File: config.mk
export PLATFORM = sky130hd
export DESIGN_NAME = fp_decoder
export DESIGN_NICKNAME = d
export VERILOG_FILES = /design/src/rtl/fp_decoder.sv
export SDC_FILE = /design/constraint.sdc
export NUM_CORES = 1
export LEC_CHECK = 0
export ABC_AREA = 0
export CAP_MARGIN = 20
export CORE_ASPECT_RATIO = 1.5
export CORE_MARGIN = 2
export CORE_UTILIZATION = 47
export DETAILED_ROUTE_END_ITERATION = 16
export GPL_TIMING_DRIVEN = 0
export PLACE_DENSITY = 0.74
export SLEW_MARGIN = 5
export SYNTH_ARGS = -nofsm -noshare
export SYNTH_HDL_FRONTEND = slang
export SYNTH_SLANG_ARGS = --single-unit
File: constraint.sdc
create_clock -name clk -period 1.7 [get_ports clk]
set_clock_uncertainty 0.2 [all_clocks]
set_input_delay 0.255 -clock clk [delete_from_list [all_inputs] [get_ports clk]]
set_output_delay 0.255 -clock clk [all_outputs]
set_load 0.02 [all_outputs]
File: src/rtl/fp_decoder.sv
// fp_decoder: turns a small sign/exponent/significand float into a 12-bit
// two's-complement linear value, D = (S ? -1 : +1) * (F << E).
// The magnitude is shifted one bit per cycle, so the result takes E+1 cycles.
//
// Ports
//   clk        system clock, rising edge
//   rst_n      synchronous active-low reset
//   in_valid   S/E/F hold an encoded float
//   S, E, F    sign, exponent (0..7), significand (0..15)
//   in_ready   high only while idle; an input is taken when in_valid is also high
//   out_valid  D holds a finished result
//   out_ready  consumer takes D this cycle
//   D          decoded value, held after the handshake
//
// state  | meaning
// IDLE   | waiting for an input, in_ready=1
// SHIFT  | magnitude shifting left once per cycle, counter counts down
// FORMAT | apply the sign and load D
// DONE   | out_valid=1, waiting for out_ready

module fp_decoder (
   input  logic        clk,
   input  logic        rst_n,
   input  logic        in_valid,
   input  logic        S,
   input  logic [2:0]  E,
   input  logic [3:0]  F,
   output logic        in_ready,
   output logic        out_valid,
   input  logic        out_ready,
   output logic [11:0] D
);

   typedef enum logic [1:0] {
      IDLE   = 2'd0,
      SHIFT  = 2'd1,
      FORMAT = 2'd2,
      DONE   = 2'd3
   } state_t;

   state_t      state;
   logic [2:0]  cnt;
   logic [10:0] mag;
   logic        sgn;

   assign in_ready = (state == IDLE);

   always_ff @(posedge clk) begin
      if (!rst_n) begin
         state     <= IDLE;
         cnt       <= 3'd0;
         mag       <= 11'd0;
         sgn       <= 1'b0;
         out_valid <= 1'b0;
         D         <= 12'h000;
      end else begin
         case (state)
            IDLE: begin
               if (in_valid) begin
                  mag   <= {7'd0, F};
                  sgn   <= S;
                  cnt   <= E;
                  state <= (E == 3'd0) ? FORMAT : SHIFT;
               end
            end
            SHIFT: begin
               mag <= {mag[9:0], 1'b0};
               cnt <= cnt - 3'd1;
               // terminal count: this is the last shift
               if (cnt == 3'd1)
                  state <= FORMAT;
            end
            FORMAT: begin
               // negating a zero magnitude yields zero, so -0 never appears
               D         <= sgn ? (~{1'b0, mag} + 12'd1) : {1'b0, mag};
               out_valid <= 1'b1;
               state     <= DONE;
            end
            DONE: begin
               if (out_ready) begin
                  out_valid <= 1'b0;
                  state     <= IDLE;
               end
            end
            default: state <= IDLE;
         endcase
      end
   end

endmodule

# [Word-level counts from Yosys, hierarchy flattened]
# Cells that the tools add are included.
[word_totals] reg_bits=30 out_inout_bits=14
[op_classes] addsub=2 n_eq_ne=7 n_mux=12 bitwise=1 n_reduce_logical=8
[op_table] cell="$pmux 11 s2" n=1
[op_table] cell="$add 12x1->12 const B" n=1
[op_table] cell="$mux 12" n=1
[op_table] cell="$not 11->12" n=1
[op_table] cell="$mux 11" n=1
[op_table] cell="$mux 2" n=4
[op_table] cell="$pmux 2 s4" n=1
[op_table] cell="$ne 2x2->1 const B" n=3
[op_table] cell="$pmux 3 s2" n=1
[op_table] cell="$reduce_and 2->1" n=3
[op_table] cell="$eq 2x2->1 const B" n=2
[op_table] cell="$reduce_bool 2->1" n=2
[op_table] cell="$eq 3x1->1 const B" n=1
[op_table] cell="$logic_not 3->1" n=1
[op_table] cell="$mux 3" n=1
[op_table] cell="$reduce_and 3->1" n=1
[op_table] cell="$sub 3x1->3 const B" n=1
[op_table] cell="$eq 2x1->1 const B" n=1
[op_table] cell="$logic_not 2->1" n=1
[op_table] cell="$pmux 1 s2" n=1
[op_table] cell="$mux 1" n=1

# [Longest topological paths before layout]
# Gate-level depths: netlist (run 1).
[depth] word_depth=4 mapped_depth=8

# [Worst setup path before layout (run 1)]
# Ideal clock, no wire load.
[synth_timing] path_kind="reg-to-reg" startpoint="reg state[0]" endpoint="reg state[1]" arrival_time_ns=1.723 required_ns=1.409 slack_ns=-0.314 path_stages_with_launch=6 period_less_slack_ns=2.014 path_cell_list="dfxtp_1 -> inv_1 -> ha_1 -> buf_2 -> or4b_2 -> a311oi_1"
[synth_via] elab_chain_len=3 elab_cells_between_ends=9 classes_between="eq/ne (6); mux (1); reduce/logical (2)"
[synth_lines] element="start: declaration" line="41" source="state_t state;"
[synth_lines] element="start signal: assignment" line="63" source="state <= (E == 3'd0) ? FORMAT : SHIFT;"
[synth_lines] element="$logic_not 2->1 (*)"
[synth_lines] element="via in_ready" line="28" source="output logic in_ready,"
[synth_lines] element="$ne 2x2->1 (no line)"
[synth_lines] element="$reduce_and 3->1 (no line)"
# Mark *: on every way through the listed nets, which the timed path passes. The rest lies on a longest branch.
# A chain may end at the register's enable or synchronous reset.

# [Final worst setup path (run 1)]
[layout_timing] startpoint="reg state[0]" endpoint="reg state[1]"
[layout_via] elab_chain_len=3 elab_cells_between_ends=9 classes_between="eq/ne (6); mux (1); reduce/logical (2)"
[layout_lines] element="$eq 2x1->1 (tied with other cells)" line="57" source="case (state)"
[layout_lines] element="$ne 2x2->1 (no line)"
[layout_lines] element="$reduce_and 3->1 (no line)"
# Parallel ways exist; a longest one is shown, timed or not.

==> results of run 1 <==
## kinds of logic (layout without fill, tap and decap cells)
group,count (synthesis),after routing
xor+xnor,7,7
flops,30,30
simple gates,50,50
fa+ha+maj,7,7
buf+inv,19,65
mux,7,7
compound gates,48,48
## cell type report
type | count | share of cell area, %
clock buffers | 7 | 3.41
repair buffers | 38 | 18.3
well taps | 40 | 2.23
flip-flops and latches | 30 | 27.6
plain buffers | 8 | 3.07
multi-input cells | 119 | 41.7
inverters | 11 | 2.35
clock inverters | 1 | 1.34
## layer usage
layer / vias to the layer above / wire [µm]
met4: 0 / 77
li1: 700 / -
met2: 37 / 2390
met5: - / 0
met3: 10 / 155
met1: 688 / 1590
## power by group
part / total, W / switching (W) / internal, W
Combinational: 0.00218 / 0.00109 / 0.00109
Sequential: 0.000992 / 0.000128 / 0.000864
Clock: 0.000709 / 0.000271 / 0.000438
## cell usage after synthesis, types with 2 or more instances
cell type / instances / area [µm²]
clkinv_1: 2 / 7.51
or3_1: 2 / 12.5
buf_1: 2 / 7.51
xor2_1: 5 / 43.8
nand4_1: 2 / 12.5
inv_1: 9 / 33.8
nor2_1: 21 / 78.8
a22oi_1: 7 / 52.6
a211oi_1: 9 / 67.6
nand3_1: 2 / 10.0
nand2_1: 12 / 45.0
a21oi_1: 8 / 40.0
dfxtp_1: 30 / 601
nor2b_1: 2 / 12.5
clkbuf_1: 4 / 15.0
a2bb2oi_1: 2 / 17.5
xnor2_1: 2 / 17.5
ha_1: 7 / 87.6
o21ai_0: 8 / 40.0
mux2i_1: 7 / 70.1
nand2b_1: 4 / 25.0
## flip-flops by register name, summed over array words and instances, names as in the netlist
signal and count:
state 2, D 12, sgn 1, mag 11, out_valid 1, cnt 3
## through the flow
stage               hold WS, ns  power (W)  utilization, %  instance area, µm²
floorplan                 0.193    0.00210               -                1550
finish                    0.258    0.00388            72.3                2240
detailed placement        0.261    0.00250            59.8                1850
CTS                       0.270    0.00361            68.8                2130
global placement          0.238    0.00244            59.8                1850
global route              0.274    0.00408            72.3                2240
## layout by cell type, fill, tap and decap left out, types with 2 or more instances in the layout
master           synthesis  routed
o21ai_0                  8       4
dlygate4sd2_1            0       2
nand2b_1                 4       3
nand3_1                  2       2
a211oi_1                 9       6
dfxtp_4                  0       4
a22oi_1                  7       2
buf_8                    0       2
clkdlybuf4s50_1          0      14
dlymetal6s2s_1           0       9
dfxtp_1                 30      24
clkbuf_8                 0       5
inv_1                    9       5
o21ai_1                  1       4
inv_2                    0       3
a211oi_2                 0       3
clkbuf_1                 4       4
a2bb2oi_1                2       2
a22oi_2                  0       5
nand4_1                  2       2
ha_4                     0       2
xnor2_1                  2       2
xor2_1                   5       5
a21oi_1                  8       7
nand2_1                 12      11
ha_1                     7       4
mux2i_1                  7       7
dfxtp_2                  0       2
buf_4                    1      12
nor2_1                  21      21
nor2b_1                  2       2
## repair_timing
action,in CTS,in global routing
cloned,1,1
setup buffers,11,0
resized for setup,26,28
pin swaps,8,4
setup endpoints to repair,29,32
hold buffers,0,0
## worst max-delay path: cells and delay by family (launching register included)
kind                       cells  cell delay, ns
buffers and inverters          3            0.36
adders and majority gates      1            0.17
and+or+nand+nor                1            0.04
DFF                            1            0.38
AOI/OAI and AO/OA              2            0.55
## worst paths after layout
path,end,slack (ns)
worst max-delay path,state[1],-0.1
worst min-delay path,D[8],0.26
worst max register to register,state[1],-0.1
worst min register to register,D[8],0.26
==> results.yml, run 1 <==
floorplan:
  core_area_mm2: 0.00310
  rows: 25
  die_x_um: 50.1
  pin_count: 26
  die_h_um: 73.1
  start_util_pct: 48.3
  die_area_mm2: 0.00366
place:
  place_inst: 233
  port_buffers: 25
  dp_hpwl_um: 2520
  gp_congestion: 0.775
  post-place-ws_ns: -0.421
route:
  first_pass_iters: 4
  drc: 0
  drtAntennaViolNets: 0
  wire_per_inst_um: 16.6
  dr.first_iter.drc_count: 57
  drt-total-wl_um: 4210
  vias: 1435
  vias_per_cell: 5.65
critical_path:
  worstSetupEndpointType: "flop"
  rr_startpoint: "state[0]"
  crit_start: "state[0]"
  crit_type: "reg -> reg"
  cp.arrival_ns: 1.79
  ff2ff_path_depth: 7
  critPathMaxStageDelay_ns: 0.38
  required_ns: 1.69
  worst_path_max_delay_cell: "dfxtp_4"
  cp_cell_sequence: "inv_4 -> ha_4 -> buf_8 -> a222oi_1 -> buf_4 -> nor2_1 -> a311oi_1"
  cp_max_fo: 5
  critPathLaunchType: "flop"
yosys:
  synth-edff-count: 0
  muxShareOfSynthArea_pct: 4.69
  yosysSeqAreaShare_pct: 40.2
  ys_ff_latch: 30
  synth_top_family_by_area: "compound AO/OA/AOI/OAI gates"
  synthesis.nets: 187
  syn_inst: 168
  synthAdderAreaFrac_pct: 5.86
  synth_simple_gate_area_share_pct: 16.8
  synthArstFlopShare_pct: 0
  synth_cell_types: 42
  synth.avg_cell_area_um2: 8.90
  yosys_warnings: 0
  ys.flop_type: "dfxtp_1"
  synth_compound_area_share_pct: 23.3
  synth_xor_xnor_area_share_pct: 4.10
  syn_area_mm2: 0.00150
cells_and_area:
  seq_area_um2: 618
  n_antenna_cell: 0
  nets: 232
  nFillCells: 212
  final_cells: 254
  layout-drive-gt1-share_pct: 28.0
  multi_input_area_um2: 933
  syn2layout_area_growth_pct: 49.8
power:
  ir_drop_v: 0.00124
  p_per_area_mw_per_mm2: 1730
  p_leak_nw: 0.974
run_status:
  outcome: "complete, but fails checks"
  violations: "negative setup slack"
global_route:
  grt_util_met3_pct: 5.94
  grt_pass1_vias: 1380
  grt_usage_pct: 22.4
  grt_util_met1_pct: 23.0
  grt_max_degree: 11
  grt_pass1_wl_um: 6200
  top_usage_layer: "met2"
  antenna_found_initial: 0
  globalRoute.totalOverflow: 0
  gr-usage-met2_pct: 41.5
timing:
  finalHoldViolations: 0
  fin_crit_ns: 1.80
  relSlewSlack_pct: 61.2
  period_share_pct: 106
  tightest_slew_ns: 0.581
  rsz0062_at_grt: "yes"
  max_freq_mhz: 556
  setup_violations: 14
  fin_ws_ns: -0.0999
  setup-tns-final_ns: -0.462
  slew_viol_final: 0
run:
  cap_violations: 0
worst_hold_path:
  min-delay-start: "D[8]"
  min_path_type: "reg -> reg"
  whs_path_depth: 2
clock_network:
  insertion_delay_ns: 0.29
  cts_sinks: 30
  cts_root_buffer: "clkbuf_8"
  cts_buffers: 5
  path_clk_slew_ns: 0.06
  htreeDepth: 2
  cts_tree: "built"
  cts_max_path_buffers: 2
Note: power is estimated with default switching activity, not from simulation.
==> run 2, diff against run 1 <==
--- a/config.mk
+++ b/config.mk
@@ -13,7 +13,7 @@
 export DETAILED_ROUTE_END_ITERATION = 16
 export GPL_TIMING_DRIVEN = 0
 export PLACE_DENSITY = 0.74
-export SLEW_MARGIN = 5
+export SLEW_MARGIN = 15
 export SYNTH_ARGS = -nofsm -noshare
 export SYNTH_HDL_FRONTEND = slang
 export SYNTH_SLANG_ARGS = --single-unit
==> results of run 2 <==
The final DEF is identical to that of run 1; final timing and power are the same.
==> run 3, diff against run 2 <==
--- a/config.mk
+++ b/config.mk
@@ -7,11 +7,11 @@
 export LEC_CHECK = 0
 export ABC_AREA = 0
 export CAP_MARGIN = 20
-export CORE_ASPECT_RATIO = 1.5
 export CORE_MARGIN = 2
 export CORE_UTILIZATION = 47
 export DETAILED_ROUTE_END_ITERATION = 16
 export GPL_TIMING_DRIVEN = 0
+export HOLD_SLACK_MARGIN = 0.1
 export PLACE_DENSITY = 0.74
 export SLEW_MARGIN = 15
 export SYNTH_ARGS = -nofsm -noshare
==> results.yml, run 3 (synthesis results as in run 1) <==
run_status:
  outcome: "complete, but fails checks"
  violations: "negative setup slack"
cells_and_area:
  syn2layout_area_growth_pct: 46.4
  n_antenna_cell: 0
  largestRegisters: "D x12, mag x11, cnt x3"
  seq_area_um2: 621
  largest_reg_flops: 12
  layout-drive-gt1-share_pct: 34.6
  regMostFlops: "D"
  multi_input_area_um2: 977
  final_common_cell: "dfxtp_1"
  nFillCells: 222
  final_area_mm2: 0.00219
  final_cell_mix: "dfxtp_1 (22), nor2_1 (18), buf_4 (13), dlygate4sd2_1 (13)"
  nets: 234
place:
  dp_hpwl_um: 2530
  gp_congestion: 0.811
  placed_area_mm2: 0.00186
  port_buffers: 25
floorplan:
  rows: 20
  die_h_um: 60.4
  pin_count: 26
  die_x_um: 60.4
  core_area_mm2: 0.00303
  start_util_pct: 49.4
  die_area_mm2: 0.00365
timing:
  fin_ws_ns: -0.0329
  fin_crit_ns: 1.73
  max_freq_mhz: 577
  slew_viol_final: 0
  tightest_slew_ns: 0.438
  rsz0062_at_grt: "yes"
  relSlewSlack_pct: 70.4
  period_share_pct: 102
  finalHoldViolations: 0
  setup_violations: 3
run:
  cap_violations: 0
global_route:
  grt_util_met1_pct: 28.7
  globalRoute.totalOverflow: 0
  grt_usage_pct: 23.4
  grt_pass1_vias: 1356
  antenna_found_initial: 0
  grt_pass1_wl_um: 6280
  gr-usage-met2_pct: 38.8
  grt_max_degree: 11
  grt_util_met3_pct: 8.10
  top_usage_layer: "met2"
route:
  drtAntennaViolNets: 0
  wire_per_inst_um: 15.3
  drc: 0
  vias: 1445
  first_pass_iters: 4
  dr.first_iter.drc_count: 54
  drt-total-wl_um: 3940
  vias_per_cell: 5.60
power:
  p_per_area_mw_per_mm2: 1620
  power_w: 0.00355
  ir_drop_v: 0.000851
  p_leak_nw: 0.847
critical_path:
  crit_type: "reg -> reg"
  cp.arrival_ns: 1.76
  worstSetupEndpointType: "flop"
  cp_max_fo: 4
  critPathLaunchType: "flop"
  required_ns: 1.72
clock_network:
  cts_max_path_buffers: 2
  cts_buffers: 5
  cts_tree: "built"
  cts_root_buffer: "clkbuf_4"
  cts_sinks: 30
  htreeDepth: 2
  insertion_delay_ns: 0.33
  path_clk_slew_ns: 0.08
worst_hold_path:
  min_path_type: "reg -> reg"
[run 3: timing repair]
action | 4_1_cts | 5_1_grt
gates resized for setup | 40 | 33
setup buffers | 12 | 2
cloned | 1 | 0
hold buffers | 0 | 0
pin swaps | 12 | 15
setup endpoints to repair | 42 | 28
[run 3: layer usage]
metal | wire length, µm | vias to the layer above | share of wire (%)
li1 | - | 698 | -
met4 | 62 | 0 | 1.6
met1 | 1690 | 706 | 43
met5 | 0 | - | 0
met3 | 142 | 9 | 3.6
met2 | 2040 | 32 | 52
[run 3: cell type report]
| class | count | area share, % |
|---|---|---|
| multi-input cells | 119 | 44.6 |
| plain buffers | 8 | 3.20 |
| repair buffers | 40 | 16.7 |
| clock buffers | 6 | 2.34 |
| flip-flops and latches | 30 | 28.3 |
| inverters | 11 | 2.29 |
| well taps | 44 | 2.51 |
[run 3: power breakdown]
group          total, W  internal [W]  switching (W)
clock          0.000415      0.000186       0.000229
sequential     0.000983      0.000867       0.000116
combinational   0.00215       0.00104        0.00111
total           0.00355       0.00210        0.00145
[run 3: final timing paths]
| path | from | to | slack (ns) | depth (start not counted) |
|---|---|---|---|---|
| setup / recovery | mag[3] | D[9] | -0.03 | 4 |
| hold / removal | D[8] | D[8] | 0.25 | 2 |
| setup reg to reg | mag[3] | D[9] | -0.03 | 4 |
| hold reg to reg | D[8] | D[8] | 0.25 | 2 |
[run 3: worst max-delay path: stages (launching register included)]
cell and delay (ns):
dfxtp_4 0.37, or4_4 0.58, nor4_4 0.16, mux2i_1 0.22
o22ai_1 0.09
[run 3: metrics by stage]
| step | hold slack (ns) | std cells | util (%) | TNS (ns) | setup WS (ns) |
|---|---|---|---|---|---|
| after CTS | 0.257 | 256 | 68.8 | -0.208 | -0.0336 |
| after global routing | 0.270 | 258 | 72.3 | -1.12 | -0.0892 |
| after detailed placement | 0.248 | 237 | 61.3 | -7.21 | -0.431 |
| after floorplan | 0.193 | 168 | - | -0.00731 | -0.00731 |
| final | 0.252 | 258 | 72.3 | -0.0489 | -0.0329 |
| after global placement | 0.238 | 237 | 61.3 | -6.46 | -0.425 |
